$ cat src/rtl/addsub_pipe_if.sv
// Operand/result handshake bundle for addsub_pipe: valid/ready on the operand side and on the result side.
// master drives operands and out_ready; slave is the arithmetic pipe.
interface addsub_pipe_if #(
  parameter int WIDTH = 8
);
  logic             in_valid;
  logic             in_ready;
  logic [WIDTH-1:0] dataa;
  logic [WIDTH-1:0] datab;
  logic [1:0]       op;
  logic             out_valid;
  logic             out_ready;
  logic [WIDTH-1:0] result;
  logic             carry;
  logic             ovf;
  logic             zero;

  modport master (
    output in_valid, dataa, datab, op, out_ready,
    input  in_ready, out_valid, result, carry, ovf, zero
  );

  modport slave (
    input  in_valid, dataa, datab, op, out_ready,
    output in_ready, out_valid, result, carry, ovf, zero
  );
endinterface

$ cat src/rtl/addsub_pipe.sv
// Pipelined wrap/saturating add-sub with carry/ovf/zero flags; latency STAGES cycles, one beat per cycle.
// A held output (out_valid && !out_ready) freezes the whole pipe and drops in_ready in the same cycle.
module addsub_pipe #(
  parameter int WIDTH  = 8,
  parameter int STAGES = 2
) (
  input  logic           clk,
  input  logic           rst_n,
  addsub_pipe_if.slave   bus
);
  localparam int MSB = WIDTH - 1;

  typedef struct packed {
    logic             vld;
    logic [WIDTH-1:0] res;
    logic             carry;
    logic             ovf;
    logic             zero;
  } stage_t;

  stage_t pipe [STAGES];
  stage_t s1_nxt;

  logic             stall;
  logic             is_sub;
  logic             is_sat;
  logic [WIDTH:0]   raw;
  logic             ovf_c;
  logic [WIDTH-1:0] sat_val;
  logic [WIDTH-1:0] res_c;

  assign stall       = pipe[STAGES-1].vld && !bus.out_ready;
  assign bus.in_ready = !stall;

  assign is_sub = bus.op[0];
  assign is_sat = bus.op[1];

  // Unsigned (WIDTH+1)-bit arithmetic: the top bit is carry for add, borrow for subtract.
  assign raw = is_sub ? ({1'b0, bus.dataa} - {1'b0, bus.datab})
                      : ({1'b0, bus.dataa} + {1'b0, bus.datab});

  assign ovf_c = is_sub
      ? ((bus.dataa[MSB] != bus.datab[MSB]) && (raw[MSB] != bus.dataa[MSB]))
      : ((bus.dataa[MSB] == bus.datab[MSB]) && (raw[MSB] != bus.dataa[MSB]));

  // On signed overflow the true result lies beyond the limit on the side of A's sign.
  assign sat_val = bus.dataa[MSB] ? {1'b1, {(WIDTH-1){1'b0}}}
                                  : {1'b0, {(WIDTH-1){1'b1}}};

  assign res_c = (is_sat && ovf_c) ? sat_val : raw[WIDTH-1:0];

  always_comb begin
    s1_nxt       = '0;
    s1_nxt.vld   = bus.in_valid;
    s1_nxt.res   = res_c;
    s1_nxt.carry = raw[WIDTH];
    s1_nxt.ovf   = ovf_c;
    s1_nxt.zero  = (res_c == '0);
  end

  always_ff @(posedge clk or negedge rst_n) begin
    if (!rst_n) begin
      for (int i = 0; i < STAGES; i++) begin
        pipe[i] <= '0;
      end
    end else if (!stall) begin
      pipe[0] <= s1_nxt;
      for (int i = 1; i < STAGES; i++) begin
        pipe[i] <= pipe[i-1];
      end
    end
  end

  assign bus.out_valid = pipe[STAGES-1].vld;
  assign bus.result    = pipe[STAGES-1].res;
  assign bus.carry     = pipe[STAGES-1].carry;
  assign bus.ovf       = pipe[STAGES-1].ovf;
  assign bus.zero      = pipe[STAGES-1].zero;
endmodule

$ cat src/flat_wrapper.sv
// flat-port wrapper written by rule: the top's interface ports become plain ports
module addsub_pipe_flat 
#(
  parameter int WIDTH  = 8,
  parameter int STAGES = 2
)
  (clk, rst_n, bus_in_valid, bus_dataa, bus_datab, bus_op, bus_out_ready, bus_in_ready, bus_out_valid, bus_result, bus_carry, bus_ovf, bus_zero);
  addsub_pipe_if #(.WIDTH(WIDTH)) bus_i ();
  input  logic clk;
  input  logic rst_n;
  input wire logic [$bits(bus_i.in_valid)-1:0] bus_in_valid;
  input wire logic [$bits(bus_i.dataa)-1:0] bus_dataa;
  input wire logic [$bits(bus_i.datab)-1:0] bus_datab;
  input wire logic [$bits(bus_i.op)-1:0] bus_op;
  input wire logic [$bits(bus_i.out_ready)-1:0] bus_out_ready;
  output wire logic [$bits(bus_i.in_ready)-1:0] bus_in_ready;
  output wire logic [$bits(bus_i.out_valid)-1:0] bus_out_valid;
  output wire logic [$bits(bus_i.result)-1:0] bus_result;
  output wire logic [$bits(bus_i.carry)-1:0] bus_carry;
  output wire logic [$bits(bus_i.ovf)-1:0] bus_ovf;
  output wire logic [$bits(bus_i.zero)-1:0] bus_zero;
  assign bus_i.in_valid = bus_in_valid;
  assign bus_i.dataa = bus_dataa;
  assign bus_i.datab = bus_datab;
  assign bus_i.op = bus_op;
  assign bus_i.out_ready = bus_out_ready;
  assign bus_in_ready = bus_i.in_ready;
  assign bus_out_valid = bus_i.out_valid;
  assign bus_result = bus_i.result;
  assign bus_carry = bus_i.carry;
  assign bus_ovf = bus_i.ovf;
  assign bus_zero = bus_i.zero;
  addsub_pipe #(.WIDTH(WIDTH), .STAGES(STAGES)) u_core (.clk(clk), .rst_n(rst_n), .bus(bus_i));
endmodule
$ cat config.mk
export PLATFORM = sky130hd
export DESIGN_NAME = addsub_pipe_flat
export DESIGN_NICKNAME = d
export VERILOG_FILES = /design/src/rtl/addsub_pipe_if.sv /design/src/rtl/addsub_pipe.sv /design/src/flat_wrapper.sv
export SDC_FILE = /design/constraint.sdc
export NUM_CORES = 1
export LEC_CHECK = 0
export ABC_AREA = 0
export BUFFER_PORTS_ARGS = -buffer_cell sky130_fd_sc_hd__buf_2
export CORE_MARGIN = 4
export CORE_UTILIZATION = 35
export CTS_BUF_LIST = sky130_fd_sc_hd__clkbuf_16
export DETAILED_ROUTE_END_ITERATION = 8
export GPL_ROUTABILITY_DRIVEN = 0
export PLACE_DENSITY = 0.57
export SYNTH_ARGS = -nofsm -noshare
export SYNTH_HDL_FRONTEND = slang
export SYNTH_SLANG_ARGS = --single-unit
$ cat constraint.sdc
create_clock -name clk -period 1.7 [get_ports clk]
set_input_delay 0.34 -clock clk [delete_from_list [all_inputs] [get_ports clk]]
set_output_delay 0.34 -clock clk [all_outputs]
set_load 0.005 [all_outputs]
==> results.md, run 1 <==
* HP Class: input pin to async pin
* CP Max Fanout at 6
* CP required at 1880 ps
* Post-Synthesis Cells at 188
* Lkg Pwr at 1.15 nW
* Startpoint Class: input pin
* Synth cell count leaders: nand2_1 (46), dfrtp_1 (24), nor2_1 (19), a21oi_1 (12), ha_1 (9)
* Share of post-route cells with drive strength above 1 at between 40 and 50%
* I/O Buffers at 34
* Ys Warns at 0
* Vias per cell at 4.68
* First-pass GRT wire length at 5420 um
* Synth Cell Area at between 0.0015 and 0.002 mm^2
* DRT Wirelength at 3440 um
* DR DRC count at 0
* Synth top area cells: dfrtp_1 (37%), nand2_1 (11%), ha_1 (7.0%)
* Largest net degree at the start of global routing at 25
* Fmax at 439 MHz
* Fill count at 399
* Crit path kind: input pin to flop
* Fin area at 0.00243 mm^2
* Met2 wire len at roughly 1700 um
* Diodes inserted at 0
* Vias at 1414
* Vias in the first global route at approximately 1300
* Top cell type by total area after synthesis: dfrtp_1
* Status: finished, violations left
* Netlist cell types at 42
* MaxCap Viol Count at 0
* Inst Count DP at 293
* Setup violators final at 11
* Sink Count at 24
* Crit path DAT at 2460 ps
* Total congestion overflow at 0
* Share of the synthesized area in the top cell type at 37.4%
* Rows at 24
* Die span in x at between 70 and 80 um
* Cell Count, Final, Fillers Out at 302
* Die Ht at 75.7 um
* Htree depth at 1
* CTS tree: built
* Relative slew slack at between 60 and 70%
* Syn-to-layout area delta at 51.3%
* Post-synthesis register bit count at 24
* Final ANT Viol Nets at 0
* Power Dens Cells at between 900 and 1000 mW/mm^2
* Final core occ at 55.4%
* Clk buf depth at 2
* Dpl hpwl at between 2000 and 3000 um
* Drt wl/cell at about 11 um
* Period utilization at 134%
* Die ar. at between 0.005 and 0.006 mm^2
* Clock Latency Late Sink at roughly 250 ps
* Core area at 0.00438 mm^2
* DR iter-0 viols at 29
* Seq/Total Area, Yosys at 37.4%
* Synth Net Count at 220
* Max VDD drop at 321 uV
* GRT Overall Usage at between 10 and 15%
* CP Capture Type: flop
* Final worst slack at -577 ps
* DR pass1 iterations at 4
* Synth async-reset ratio at 100%
* Clock-pin slew on the worst setup and hold paths at 50 ps
* Least-Margin Pin Slew at about 510 ps
* Initial antenna violation count at 0
* Most common flop cell mapped by yosys: dfrtp_1
* Dpl cell area at 0.00205 mm^2
* CTS buffer count at 3
* Count leader, synth: nand2_1
* Final net count at 284
* DR top layer: met4
* Initial core utilization at 36.6%
* Mean Syn Cell Area at 8.54 um^2
* Clock root cell: clkbuf_16
* Pins Over Slew Limit at 0
* Final min period at 2280 ps
* Number of synthesized flops with an enable pin at 0
* Setup skew after layout at approximately 1.4 ps
* Failing checks: negative setup slack
* Top-level port count at 35
* WL met1 at 1480 um
* Final hold vios at 0
* Length of routed met3 wiring at 195 um
* RSZ-0062 raised after global routing: true
## critical path, cell delays in order
cell      delay [ps]
buf_6            110
buf_6            110
nor3_2           170
nor2_1            70
xnor2_1          130
ha_1             300
nand2_2          100
a211oi_4          50
buf_4            150
o311a_4          390
o21bai_4         180
or2b_1           250
a21oi_2          110
## cells by family after synthesis
logic type | count (synthesis) | share of synthesized area (%)
AOI/OAI and AO/OA | 35 | 16.4
xor gates and xnor gates | 11 | 6.00
adders and majority gates | 10 | 8.26
buffers and inverters | 22 | 7.17
DFF | 24 | 37.4
muxes | 1 | 0.701
and+or+nand+nor | 85 | 24.0
## where the power goes
part | total (mW) | internal [mW] | switching (mW)
Combinational | 0.917 | 0.462 | 0.456
Clock | 0.479 | 0.310 | 0.169
Sequential | 0.797 | 0.726 | 0.0706
## registers in the layout, indices dropped and copies added (netlist names)
register              cells
u_core.bus.zero           1
u_core.bus.carry          1
u_core.bus.ovf            1
u_core.pipe              12
u_core.bus.out_valid      1
u_core.bus.result         8
## layer usage
layer  vias to the layer above  global-route usage, %
met1                       635                   14.4
li1                        747                      -
met2                        30                   21.9
met4                         0                   4.66
met3                         2                   1.72
met5                         -                      0
## what timing repair did
action,4_1_cts,5_1_grt
setup buffers,4,3
pin swaps,20,29
setup endpoints to repair,11,11
resized for setup,22,37
hold buffers,0,0
## placed cells by master (no fill, tap or decap), drive strengths merged, types with 3 or more instances in the layout
cell type,instances
o21a,3
dfrtp,24
nor2b,3
a21oi,13
buf,72
nor4,3
xor2,4
nand2,46
or2b,3
o21ai,5
inv,9
xnor2,7
ha,9
nand2b,4
clkbuf,3
o31ai,3
nor2,20
## area by class of cell
type                       count  area [um^2]  share of cell area, %
multi-input combinational    142         1120                   46.0
sequential                    24          601                   24.7
inverter                       9         53.8                   2.22
clock buffer                   3         75.1                   3.09
tap                           52         65.1                   2.68
timing repair buffer          72          517                   21.3
## stage by stage
step | TNS [ps] | power [mW] | hold WS (ps) | setup WS [ps]
4_1_cts | -5720 | 2.11 | 76.7 | -583
6_report | -5740 | 2.19 | 57.6 | -577
5_1_grt | -7020 | 2.36 | 106 | -674
3_3_place_gp | -9770 | 1.56 | 344 | -933
2_1_floorplan | -5540 | 1.34 | 44.4 | -572
3_5_place_dp | -10010 | 1.57 | 347 | -965
## final timing paths
check                                     start                    to  slack, ps  cells after the start
min                                       rst_n  u_core.bus.result[0]         60                      1
max reg2reg                u_core.bus.out_valid       u_core.pipe[12]        450                      5
min reg2reg                u_core.bus.result[6]  u_core.bus.result[6]        460                      2
min in group clk                   bus_in_valid       u_core.pipe[23]        290                      3
max                                bus_datab[2]       u_core.pipe[21]       -580                     13
max in group asynchronous                 rst_n      u_core.bus.carry       1300                      1
Power figures use the tool's default switching activity.
==> inputs of run 2 (changes only) <==
--- a/config.mk
+++ b/config.mk
@@ -7,12 +7,14 @@
 export LEC_CHECK = 0
 export ABC_AREA = 0
 export BUFFER_PORTS_ARGS = -buffer_cell sky130_fd_sc_hd__buf_2
+export CELL_PAD_IN_SITES_DETAIL_PLACEMENT = 0
+export CELL_PAD_IN_SITES_GLOBAL_PLACEMENT = 1
 export CORE_MARGIN = 4
 export CORE_UTILIZATION = 35
 export CTS_BUF_LIST = sky130_fd_sc_hd__clkbuf_16
 export DETAILED_ROUTE_END_ITERATION = 8
 export GPL_ROUTABILITY_DRIVEN = 0
-export PLACE_DENSITY = 0.57
+export PLACE_DENSITY = 0.73
 export SYNTH_ARGS = -nofsm -noshare
 export SYNTH_HDL_FRONTEND = slang
 export SYNTH_SLANG_ARGS = --single-unit
==> results.md, run 2 (same netlist as run 1, synthesis figures left out) <==
* FF-to-FF End: u_core.pipe[12] (unchanged)
* CP peak stage delay at 380 ps (was 390 ps)
* Final hold vios at 0 (unchanged)
* Cell Count, Final, Fillers Out at 313 (was 302)
* Sink Count at 24 (unchanged)
* Slowest CP cell: o311a_4 (unchanged)
* Syn-to-layout area delta at 58.1% (was 51.3%)
* CTS tree: built (unchanged)
* MaxCap Viol Count at 0 (unchanged)
* Initial core utilization at 36.6% (unchanged)
* Setup skew after layout at 1.53 ps (was 1.44 ps)
* CP Capture Type: flop (unchanged)
* GRT Overall Usage at 12.8% (was 12.1%)
* Dpl hpwl at 2630 um (was 2650 um)
* Logic pwr share at 41.0% (was 41.8%)
* Top-level port count at 35 (unchanged)
* Initial antenna violation count at 0 (unchanged)
* Startpoint Class: input pin (unchanged)
* Crit path kind: input pin to flop (unchanged)
* Crit path cell chain: buf_8 -> inv_12 -> ha_4 -> mux2_4 -> inv_2 -> ha_4 -> nand2b_4 -> a211oi_4 -> buf_4 -> o311a_4 -> o21bai_4 -> or2b_1 -> a21oi_2 (was buf_6 -> buf_6 -> nor3_2 -> nor2_1 -> xnor2_1 -> ha_1 -> nand2_2 -> a211oi_4 -> buf_4 -> o311a_4 -> o21bai_4 -> or2b_1 -> a21oi_2)
* Clock-pin slew on the worst setup and hold paths at 60 ps (was 50 ps)
* Lkg Pwr at 1.21 nW (was 1.15 nW)
* Share of post-route cells with drive strength above 1 at 51.0% (was 48.4%)
* Worst r2r path cells at 5 (unchanged)
* Largest Register: u_core.pipe (unchanged)
* Die ar. at 0.00573 mm^2 (unchanged)
* DRT Wirelength at 3730 um (was 3440 um)
* Crit path DAT at 2450 ps (was 2460 ps)
* Buf+Inv Stages, Crit Path at 4 (was 3)
* First-pass GRT wire length at 5710 um (was 5420 um)
* Setup violators final at 11 (unchanged)
* Diodes inserted at 0 (unchanged)
* Drt wl/cell at 11.9 um (was 11.4 um)
* CTS buffer count at 3 (unchanged)
* Worst path most repeated cell: ha_4 (was buf_6)
* Period utilization at 133% (was 134%)
* Clock Latency Late Sink at 250 ps (about the same)
* DR iter-0 viols at 35 (was 29)
* CP required at 1890 ps (was 1880 ps)
* Final core occ at 57.9% (was 55.4%)
* Largest net degree at the start of global routing at 25 (unchanged)
* DR pass1 iterations at 4 (unchanged)
* R2r startpoint: u_core.bus.out_valid (unchanged)
* Vias at 1442 (was 1414)
* Die span in x at 75.7 um (unchanged)
* Core area at 0.00438 mm^2 (unchanged)
* Sw Ratio at 30.2% (was 31.7%)
* Sequential share of power at 32.3% (was 36.3%)
* Total congestion overflow at 0 (unchanged)
* Max VDD drop at 341 uV (was 321 uV)
* Vias per cell at 4.61 (was 4.68)
* Rows at 24 (unchanged)
* Htree depth at 1 (unchanged)
* Die Ht at 75.7 um (unchanged)
* Failing checks: negative setup slack (unchanged)
* HP Class: input pin to async pin (unchanged)
* I/O Buffers at 34 (unchanged)
* Relative slew slack at 65.9% (was 66.0%)
* Multi-input logic area at 0.00111 mm^2 (was 0.00112 mm^2)
* Psw at 0.744 mW (was 0.695 mW)
* Clk buf depth at 2 (unchanged)
* Final net count at 294 (was 284)
* Least-Margin Pin Slew at 511 ps (about the same)
* Internal Power at 1.72 mW (was 1.50 mW)
* Fill count at 393 (was 399)
* Final ANT Viol Nets at 0 (unchanged)
* Flop-to-flop setup slack at 380 ps (was 450 ps)
* Largest register FFs at 12 (unchanged)
* Clock share of power at 26.8% (was 21.8%)
* Final min period at 2260 ps (was 2280 ps)
* Pins Over Slew Limit at 0 (unchanged)
* Inst Count DP at 292 (was 293)
* DR DRC count at 0 (unchanged)
* Commonest non-fill, non-tap cell in the layout: nand2_1 (unchanged)
* Fmax at 442 MHz (was 439 MHz)
* CP Max Fanout at 6 (unchanged)
* Vias in the first global route at 1329 (was 1326)
* Delay-heaviest family, CP: compound AO/OA/AOI/OAI gates (unchanged)
* Sequential Area at 601 um^2 (unchanged)
* Final worst slack at -560 ps (was -577 ps)
* Power Dens Cells at 971 mW/mm^2 (was 903 mW/mm^2)
* Most frequent cells in the layout: nand2_1 (44), buf_4 (39), buf_2 (30) (was nand2_1 (43), buf_4 (33), buf_2 (30))
* Clock root cell: clkbuf_16 (unchanged)
* RSZ-0062 raised after global routing: true (unchanged)
* Status: finished, violations left (unchanged)
## run 2: changes by cell type in the layout (fill, tap and decap cells not counted), moves of 2 or more
cell | previous run | this run
nor2_4 | 3 | 6
a21oi_1 | 6 | 4
buf_4 | 33 | 39
nor2_2 | 3 | 1
o31ai_2 | 1 | 3
buf_6 | 7 | 11
a21oi_2 | 5 | 7
## run 2: routing by layer
metal	up-vias	track usage (%)	wire length, um
li1	768	-	-
met4	0	5.63	44
met2	29	24.0	1980
met1	641	14.6	1530
met3	4	1.19	169
met5	-	0	0
## run 2: worst reg2reg max path: cells and delay by family (launching register included)
family	cells	cell delay, ps
flip-flops	1	360
AO/OA/AOI/OAI	1	180
buffers and inverters	1	160
AND/OR/NAND/NOR	3	550
## run 2: final cells by class
class	instances	share of cell area (%)
Multi-Input combinational cell	142	43.9
Clock inverter	1	1.18
Tap cell	52	2.56
Sequential cell	24	23.7
Inverter	9	2.02
Timing Repair Buffer	82	23.7
Clock buffer	3	2.96
## run 2: power by group through the flow
stage / logic (mW) / registers, mW / clock network (mW)
finish: 1.01 / 0.795 / 0.660
global route: 1.13 / 0.812 / 0.687
CTS: 0.882 / 0.798 / 0.670
detailed placement: 0.766 / 0.808 / 0
global placement: 0.757 / 0.802 / 0
floorplan: 0.545 / 0.798 / 0
## run 2: how the worst max path moves through the flow
stage	start	end	slack, ps	cells past startpoint
after global routing	bus_datab[1]	u_core.pipe[16]	-680	13
final	bus_datab[1]	u_core.pipe[16]	-560	13
after floorplan	bus_datab[1]	u_core.pipe[15]	-570	11
after CTS	bus_datab[3]	u_core.pipe[15]	-570	12
after detailed placement	bus_datab[1]	u_core.pipe[15]	-1010	13
after global placement	bus_datab[1]	u_core.pipe[16]	-930	13
## run 2: stage by stage
step	TNS, ps	hold WS [ps]	instance area, um^2	power (mW)	worst slack, ps
finish	-5770	49.0	2540	2.46	-560
global route	-6980	98.6	2540	2.63	-676
CTS	-5510	73.3	2340	2.35	-571
detailed placement	-10300	347	2040	1.57	-1010
global placement	-9770	344	2040	1.56	-932
floorplan	-5540	44.4	1650	1.34	-572
## run 2: timing repair
action	CTS	global route
buffers inserted	10	7
endpoints found under the setup margin	11	11
hold buffers	0	0
gates resized for setup	31	33
pin swaps	22	32
gates cloned	0	0
==> inputs of run 3 (changes only) <==
--- a/config.mk
+++ b/config.mk
@@ -9,11 +9,11 @@
 export BUFFER_PORTS_ARGS = -buffer_cell sky130_fd_sc_hd__buf_2
 export CELL_PAD_IN_SITES_DETAIL_PLACEMENT = 0
 export CELL_PAD_IN_SITES_GLOBAL_PLACEMENT = 1
-export CORE_MARGIN = 4
 export CORE_UTILIZATION = 35
 export CTS_BUF_LIST = sky130_fd_sc_hd__clkbuf_16
 export DETAILED_ROUTE_END_ITERATION = 8
 export GPL_ROUTABILITY_DRIVEN = 0
+export GPL_TIMING_DRIVEN = 0
 export PLACE_DENSITY = 0.73
 export SYNTH_ARGS = -nofsm -noshare
 export SYNTH_HDL_FRONTEND = slang
==> results.md, run 3 (same netlist as run 1, synthesis figures left out) <==
* Initial antenna violation count at 0 (unchanged)
* Worst r2r path cells at 5 (unchanged)
* Die Ht at 69.7 um (was 75.7 um)
* Logic pwr share at 41.2% (was 41.0%)
* Final net count at 267 (was 294)
* Flop-to-flop setup slack at 330 ps (was 380 ps)
* Place WS at -1010 ps (about the same)
* Vias at 1329 (was 1442)
* HP Class: input pin to async pin (unchanged)
* Commonest non-fill, non-tap cell in the layout: nand2_1 (unchanged)
* Final hold vios at 0 (unchanged)
* Cell Count, Final, Fillers Out at 285 (was 313)
* CTS tree: built (unchanged)
* Most frequent cells in the layout: nand2_1 (45), buf_2 (32), dfrtp_1 (24) (was nand2_1 (44), buf_4 (39), buf_2 (30))
* Least-Margin Pin Slew at 525 ps (was 511 ps)
* Inst Count DP at 273 (was 292)
* Clock root cell: clkbuf_16 (unchanged)
* Dpl hpwl at 2450 um (was 2630 um)
* CP required at 1890 ps (about the same)
* Fmax at 446 MHz (was 442 MHz)
* Psw at 0.708 mW (was 0.744 mW)
* DR DRC count at 0 (unchanged)
* MaxCap Viol Count at 0 (unchanged)
* Setup skew after layout at 2.15 ps (was 1.53 ps)
* Final ANT Viol Nets at 0 (unchanged)
* Clock Latency Late Sink at 250 ps (about the same)
* Multi-input logic area at 0.00108 mm^2 (was 0.00111 mm^2)
* Vias in the first global route at 1309 (was 1329)
* Final min period at 2240 ps (was 2260 ps)
* Vias per cell at 4.66 (was 4.61)
* R2r startpoint: u_core.bus.out_valid (unchanged)
* Startpoint Class: input pin (unchanged)
* Crit path kind: input pin to flop (unchanged)
* Sequential Area at 601 um^2 (unchanged)
* DR iter-0 viols at 63 (was 35)
* Relative slew slack at 65.0% (was 65.9%)
* Core area at 0.00438 mm^2 (unchanged)
* Crit path DAT at 2430 ps (was 2450 ps)
* CP Max Fanout at 6 (unchanged)
* Internal Power at 1.50 mW (was 1.72 mW)
* Diodes inserted at 0 (unchanged)
* Lkg Pwr at 1.04 nW (was 1.21 nW)
* Drt wl/cell at 11.3 um (was 11.9 um)
* Sink Count at 24 (unchanged)
* Top-level port count at 35 (unchanged)
* Total congestion overflow at 0 (unchanged)
* Largest net degree at the start of global routing at 25 (unchanged)
* I/O Buffers at 33 (was 34)
* Clock-pin slew on the worst setup and hold paths at 60 ps (about the same)
* Clock share of power at 22.4% (was 26.8%)
* Die span in x at 69.7 um (was 75.7 um)
* Fill count at 439 (was 393)
* CTS buffer count at 3 (unchanged)
* Max VDD drop at 391 uV (was 341 uV)
* CP Capture Type: flop (unchanged)
* Status: finished, violations left (unchanged)
* Clk buf depth at 2 (unchanged)
* First-pass GRT wire length at 5660 um (was 5710 um)
* Failing checks: negative setup slack (unchanged)
* Setup violators final at 11 (unchanged)
* Initial core utilization at 36.6% (unchanged)
* Htree depth at 1 (unchanged)
* Die ar. at 0.00486 mm^2 (was 0.00573 mm^2)
* Period utilization at 132% (was 133%)
* GRT Overall Usage at 14.4% (was 12.8%)
* Pins Over Slew Limit at 0 (unchanged)
* RSZ-0062 raised after global routing: true (unchanged)
* DRT Wirelength at 3220 um (was 3730 um)
* Rows at 24 (unchanged)
* Sequential share of power at 36.4% (was 32.3%)
* Sw Ratio at 32.1% (was 30.2%)
* Final worst slack at -544 ps (was -560 ps)
* Power Dens Cells at 994 mW/mm^2 (was 971 mW/mm^2)
* DR pass1 iterations at 4 (unchanged)
* Largest Register: u_core.pipe (unchanged)
* FF-to-FF End: u_core.bus.result[5] (was u_core.pipe[12])
* Largest register FFs at 12 (unchanged)
* Share of post-route cells with drive strength above 1 at 42.5% (was 51.0%)
* Syn-to-layout area delta at 38.1% (was 58.1%)
[run 3: final cells by class]
cell class / count / area share [%]
Buffer: 13 / 3.84
Clock buffer: 3 / 3.39
Inverter: 9 / 2.31
Multi-Input combinational cell: 142 / 48.7
Sequential cell: 24 / 27.1
Tap cell: 52 / 2.93
Timing Repair Buffer: 42 / 11.7
[run 3: power by group through the flow]
stage	combinational, mW	clock [mW]	sequential (mW)
2_1_floorplan	0.545	0	0.798
3_3_place_gp	0.742	0	0.805
3_5_place_dp	0.751	0	0.815
4_1_cts	0.862	0.508	0.805
5_1_grt	1.02	0.520	0.825
6_report	0.908	0.494	0.802
[run 3: metal layers]
layer	vias to the layer above	global-route usage [%]	part of all wire, %
li1	713	-	-
met1	580	18.1	45
met2	32	25.5	51
met3	4	0.872	2.7
met4	0	6.00	1.7
met5	-	0	0
[run 3: worst max-delay path by stage]
stage                 startpoint         endpoint  slack (ps)  cells after the start
floorplan           bus_datab[1]  u_core.pipe[15]        -570                     11
global placement    bus_datab[1]  u_core.pipe[15]       -1020                     11
detailed placement  bus_datab[1]  u_core.pipe[20]       -1010                     11
CTS                 bus_datab[1]  u_core.pipe[21]        -550                     12
global route        bus_datab[1]  u_core.pipe[12]        -670                     13
finish              bus_datab[1]  u_core.pipe[21]        -540                     11
[run 3: timing repair]
item                       in CTS  in global routing
setup buffers                   7                  2
resized for setup              30                 20
setup endpoints to repair      12                 12
hold buffers                    0                  0
hold endpoints to repair        0                  0
pin swaps                      13                 14
[run 3: worst max-delay path: stages]
cell and delay [ps]:
buf_12 110, inv_12 30, ha_4 170, a21oi_2 140, xnor2_1 80, ha_1 370, a21o_1 230, o311a_4 410
o21bai_4 170, or2b_1 280, a21oi_2 110
[run 3: metrics by stage]
stage	setup TNS, ps	hold WS (ps)	instance area, um^2	power (mW)	util, %
floorplan	-5540	44.4	1650	1.34	-
global placement	-10570	355	1880	1.55	42.9
detailed placement	-10440	356	1880	1.57	42.9
CTS	-5360	87.7	2140	2.17	48.8
global route	-6840	115	2220	2.36	50.6
finish	-5490	58.2	2220	2.20	50.6
